===== src/rtl/regdump_pkg.sv =====
// Shared definitions for the register file dump reader.
//   - default geometry of the register file being walked
//   - FSM state encoding
package regdump_pkg;

  localparam int unsigned RegdumpNumRegs = 32;
  localparam int unsigned RegdumpAddrW   = 5;
  localparam int unsigned RegdumpDataW   = 32;

  typedef enum logic [1:0] {
    StIdle = 2'd0,
    StRead = 2'd1,
    StHold = 2'd2,
    StDone = 2'd3
  } state_e;

endpackage


===== src/rtl/regfile_dump_reader.sv =====
// Debug reader that walks the CPU register file and streams each word out.
// On a start pulse it borrows the register file read port via rd_req/rd_gnt
// (the CPU keeps priority), captures the word in the grant cycle and presents
// it with its index on a valid/ready stream. One word per two cycles at best.
//
// Ports:
//   clk, rst_n            clock, asynchronous active-low reset
//   start, abort          begin a dump (ignored while busy) / cancel a dump
//   rd_req, rd_gnt        read port request / grant
//   rd_addr, rd_data      register index presented, combinational read data
//   out_valid, out_ready  output stream handshake
//   out_data, out_idx     captured register word and its index
//   out_last              word belongs to index NUM_REGS-1
//   busy, done            dump in progress / 1-cycle pulse after last accept
//   checksum              sum of accepted words mod 2^DATA_W
//                         (only when REGDUMP_CHECKSUM_EN is defined)
module regfile_dump_reader
  import regdump_pkg::*;
#(
  parameter int unsigned NUM_REGS  = RegdumpNumRegs,
  parameter int unsigned ADDR_W    = RegdumpAddrW,
  parameter int unsigned DATA_W    = RegdumpDataW,
  parameter bit          SKIP_ZERO = 1'b0
) (
  input  logic              clk,
  input  logic              rst_n,
  input  logic              start,
  input  logic              abort,
  output logic              rd_req,
  input  logic              rd_gnt,
  output logic [ADDR_W-1:0] rd_addr,
  input  logic [DATA_W-1:0] rd_data,
  output logic              out_valid,
  input  logic              out_ready,
  output logic [DATA_W-1:0] out_data,
  output logic [ADDR_W-1:0] out_idx,
  output logic              out_last,
  output logic              busy,
  output logic              done
`ifdef REGDUMP_CHECKSUM_EN
  ,
  output logic [DATA_W-1:0] checksum
`endif
);

  localparam logic [ADDR_W-1:0] LastIdx  = ADDR_W'(NUM_REGS - 1);
  // r0 is hardwired zero, so it can be skipped.
  localparam logic [ADDR_W-1:0] FirstIdx = SKIP_ZERO ? ADDR_W'(1) : ADDR_W'(0);

  state_e            state_q, state_d;
  logic [ADDR_W-1:0] idx_q, idx_d;
  logic [DATA_W-1:0] data_q, data_d;
  logic [ADDR_W-1:0] oidx_q, oidx_d;
  logic              last_q, last_d;

  always_comb begin
    state_d = state_q;
    idx_d   = idx_q;
    data_d  = data_q;
    oidx_d  = oidx_q;
    last_d  = last_q;
    // Abort overrides everything, including a start in the same cycle.
    if (abort) begin
      state_d = StIdle;
    end else begin
      unique case (state_q)
        StIdle: begin
          if (start) begin
            state_d = StRead;
            idx_d   = FirstIdx;
          end
        end
        StRead: begin
          // Data is sampled only in the grant cycle; later writes don't touch it.
          if (rd_gnt) begin
            data_d  = rd_data;
            oidx_d  = idx_q;
            last_d  = (idx_q == LastIdx);
            state_d = StHold;
          end
        end
        StHold: begin
          if (out_ready) begin
            if (idx_q == LastIdx) begin
              state_d = StDone;
            end else begin
              idx_d   = idx_q + ADDR_W'(1);
              state_d = StRead;
            end
          end
        end
        StDone:  state_d = StIdle;
        default: state_d = StIdle;
      endcase
    end
  end

  always_ff @(posedge clk or negedge rst_n) begin
    if (!rst_n) begin
      state_q <= StIdle;
      idx_q   <= '0;
      data_q  <= '0;
      oidx_q  <= '0;
      last_q  <= 1'b0;
    end else begin
      state_q <= state_d;
      idx_q   <= idx_d;
      data_q  <= data_d;
      oidx_q  <= oidx_d;
      last_q  <= last_d;
    end
  end

  // Moore outputs; rd_addr keeps the last index while idle.
  assign rd_req    = (state_q == StRead);
  assign rd_addr   = idx_q;
  assign out_valid = (state_q == StHold);
  assign out_data  = data_q;
  assign out_idx   = oidx_q;
  assign out_last  = last_q;
  assign busy      = (state_q != StIdle);
  assign done      = (state_q == StDone);

`ifdef REGDUMP_CHECKSUM_EN
  logic [DATA_W-1:0] sum_q, sum_d;

  always_comb begin
    sum_d = sum_q;
    if (!abort) begin
      if (state_q == StIdle && start) begin
        sum_d = '0;
      end else if (state_q == StHold && out_ready) begin
        sum_d = sum_q + data_q;
      end
    end
  end

  always_ff @(posedge clk or negedge rst_n) begin
    if (!rst_n) begin
      sum_q <= '0;
    end else begin
      sum_q <= sum_d;
    end
  end

  assign checksum = sum_q;
`endif

endmodule


===== config.mk =====
export PLATFORM = sky130hd
export DESIGN_NAME = regfile_dump_reader
export DESIGN_NICKNAME = d
export VERILOG_FILES = /design/src/rtl/regdump_pkg.sv /design/src/rtl/regfile_dump_reader.sv
export SDC_FILE = /design/constraint.sdc
export NUM_CORES = 1
export LEC_CHECK = 0
export CORE_MARGIN = 5
export CORE_UTILIZATION = 37
export CTS_CLUSTER_DIAMETER = 40
export CTS_CLUSTER_SIZE = 14
export DETAILED_ROUTE_END_ITERATION = 8
export PLACE_DENSITY = 0.83
export SYNTH_ARGS = -nofsm -noshare
export SYNTH_HDL_FRONTEND = slang
export SYNTH_SLANG_ARGS = --single-unit

===== constraint.sdc =====
create_clock -name clk -period 2.7 [get_ports clk]
set_input_delay 0.54 -clock clk [delete_from_list [all_inputs] [get_ports clk]]
set_output_delay 0.54 -clock clk [all_outputs]
set_load 0.02 [all_outputs]

==> impl_metrics.py <==
metrics = {
    "outcome": {
        "status": "completed",
    },
    "floorplanning": {
        "initial_core_util_pct": 37.9,
        "core.rowCount": 26,
        "fp.coreArea_sq_um": 5110,
        "die_area_sq_um": 6780,
        "fp.dieH_um": 82.3,
        "dieWidth_um": 82.3,
        "io_pins": 85,
    },
    "logic_synthesis": {
        "synth.avg_cell_area_sq_um": 15.6,
        "ys_dominant_reg_cell": "sky130_fd_sc_hd__dfrtp_1",
        "postSynthNetCount": 164,
        "syn_inst": 124,
        "ys.warnings.count": 0,
        "synth_cell_types": 30,
        "synth-seq-cells": 45,
        "number_of_flops_mapped_to_enable_cells_by_yosys": 0,
        "ys_seq_area_share_pct": 58.2,
        "synthesis.area_sq_um": 1940,
        "async_reset_ff_share_pct": 100,
    },
    "power_and_ir_drop": {
        "switching_power_uw": 678,
        "peakVddDrop_mv": 0.301,
        "internal_power_summed_over_all_cells_uw": 1630,
        "share_comb_of_total_power_pct": 37.2,
        "power_frac_clock_pct": 22.7,
        "sw_frac_of_total_pct": 29.3,
        "seq_power_share_pct": 40.1,
        "power.leakage_uw": 0.00126,
        "power.density_cell_area_nw_per_um2": 784,
    },
    "routing": {
        "drt_first_pass_iters": 4,
        "antenna_violating_nets_post_route": 0,
        "detail_route.iter0.violations": 31,
        "drc_violation_count_after_routing": 0,
        "route.vias.total": 1296,
        "total_routed_length_um": 4220,
        "wl_per_cell_um": 14.9,
        "route.detailed.vias_per_inst": 4.58,
    },
    "sta": {
        "final-hold-violation-count": 0,
        "worst_skew_ps": 2.66,
        "timing.setup.tns_ps": 0,
        "post_route_clock_period_utilization_pct": 86.2,
        "finalMaxSlewViolations": 0,
        "setup_viol": 0,
        "grt_setup_unrepaired": "false",
        "maxClockFrequency_mhz": 430,
        "final.min_clock_period_ps": 2330,
        "worst_slew_margin_rel_pct": 34.5,
        "tightest_slew_ps": 982,
    },
    "cells_and_area": {
        "layout.cells.most_common": "sky130_fd_sc_hd__clkdlybuf4s50_1",
        "layout_common_cells": "83 x sky130_fd_sc_hd__clkdlybuf4s50_1, 45 x sky130_fd_sc_hd__dfrtp_1, 20 x sky130_fd_sc_hd__mux2_4",
        "design.final.nets": 252,
        "antenna_cells": 0,
        "finish.utilization_pct": 57.7,
        "drive_gt1_share_pct": 24.4,
        "flow.area_growth_from_synthesis_pct": 52.2,
    },
    "worst_setup_path": {
        "critical_path.endpoint_type": "output port",
        "critical_path.startpoint": "state_q[0]",
        "critical_path.reg2reg.endpoint": "rd_addr[1]",
        "timing_worst_setup_path_type": "flip-flop to output port",
        "worst_setup_path_endpoint": "out_valid",
        "worst_path_max_delay_cell": "sky130_fd_sc_hd__clkdlybuf4s50_1",
        "critical_path_arrival_ps": 1790,
        "reg2reg_depth": 6,
        "crit_chain": "nand2b_1 > inv_1 > clkdlybuf4s50_1",
        "worst-r2r-setup-slack_ps": 720,
        "required_ps": 2160,
        "highest_cell_delay_on_the_worst_timing_path_ps": 650,
        "worstReg2RegStart": "rd_addr[0]",
        "cp_max_fo": 7,
        "cp-start-kind": "flip-flop",
    },
    "global_routing": {
        "grt_start_max_net_pins": 46,
        "grt_overflow": 0,
        "first_global_vias": 1405,
        "grtUsageTotal_pct": 13.2,
        "antenna_found_initial": 0,
        "first_pass_grt_wire_length_um": 6660,
    },
    "placed_design": {
        "routabilityCongestion": 0.755,
        "hpwl_dp_um": 3110,
        "placement.io_buffers": 84,
    },
    "clock_network": {
        "holdBufCountCts": 0,
        "clk-insertion-delay-late_ps": 290,
        "cts_buffer_depth": 2,
        "clock_sinks": 45,
        "cts_htree_levels": 2,
        "cts.reportedPaths.clkPinSlew_ps": 80,
        "cts_tree": "built",
        "post_cts_resized": 0,
        "post_cts.repair.setup_buffers": 0,
        "root_buffer": "sky130_fd_sc_hd__clkbuf_8",
        "number_of_buffers_created_by_cts": 5,
    },
    "min_path": {
        "holdCritPathClass": "primary input to asynchronous set/reset pin",
    },
    "run": {
        "drv_cap": 0,
    },
}
## state kept, by name, summed over array words and instances, names as in the netlist
signal / cells
rd_addr: 5
out_last: 1
out_data: 32
out_idx: 5
state_q: 2
## worst min-delay path by stage
| stage | start | end | slack, ps |
|---|---|---|---|
| final | rst_n | out_data[24] | 400 |
| after global routing | rst_n | out_data[24] | 480 |
| after CTS | rst_n | out_data[24] | 440 |
| after detailed placement | out_data[30] | out_data[30] | 490 |
| after global placement | out_data[23] | out_data[23] | 490 |
| after floorplan | rst_n | out_data[0] | 240 |
## area by class of cell
cell class | instances | area, sq um
clock buffers | 6 | 82.6
fillers | 445 | 2160
multi-input cells | 71 | 742
flip-flops and latches | 45 | 1130
clock inverters | 2 | 37.5
inverters | 4 | 15.0
repair buffers | 85 | 856
well taps | 70 | 87.6
## per-layer routing
metal,part of all wire [%],GRT usage (%),routed length (um),vias up
met3,6.9,4.88,290,6
met4,1.1,3.99,48,0
met5,0,0,0,-
li1,-,-,-,610
met1,42,15.2,1770,636
met2,50,22.8,2100,44
## per-stage QoR
| step | setup WS, ps | power, uW | cells | hold slack, ps | instance area [sq um] |
|---|---|---|---|---|---|
| 2_1_floorplan | 847 | 1360 | 124 | 244 | 1940 |
| 3_3_place_gp | 621 | 1790 | 275 | 490 | 2830 |
| 3_5_place_dp | 567 | 1810 | 275 | 490 | 2830 |
| 4_1_cts | 373 | 2350 | 283 | 438 | 2950 |
| 5_1_grt | 278 | 2430 | 283 | 485 | 2950 |
| 6_report | 373 | 2310 | 283 | 400 | 2950 |
## cells by family after synthesis
logic type / Yosys count / synth area share, %
compound gates: 7 / 2.97
fa+ha+maj: 2 / 1.29
mux: 41 / 27.5
flops: 45 / 58.2
simple gates: 21 / 6.47
buf+inv: 8 / 3.55
## power groups by stage
stage          clock (uW)  sequential, uW  combinational [uW]
3_3_place_gp            0             936                 854
4_1_cts               541             931                 874
5_1_grt               573             953                 905
3_5_place_dp            0             944                 870
2_1_floorplan           0            1140                 221
6_report              524             927                 859
## critical path, delay by kind of cell (launching register included)
kind	cells	cell delay, ps
buffers and inverters	2	850
DFF	1	440
and+or+nand+nor	1	200
## cells in the mapped netlist (2+ instances only)
cell type | n | area [sq um]
sky130_fd_sc_hd__ha_1 | 2 | 25.0
sky130_fd_sc_hd__nand2_1 | 4 | 15.0
sky130_fd_sc_hd__dfrtp_1 | 45 | 1130
sky130_fd_sc_hd__nand2b_1 | 6 | 37.5
sky130_fd_sc_hd__inv_1 | 4 | 15.0
sky130_fd_sc_hd__mux2_4 | 20 | 300
sky130_fd_sc_hd__mux2i_1 | 3 | 30.0
sky130_fd_sc_hd__mux2_2 | 18 | 203
No activity file was read; power rests on OpenSTA's default activity.
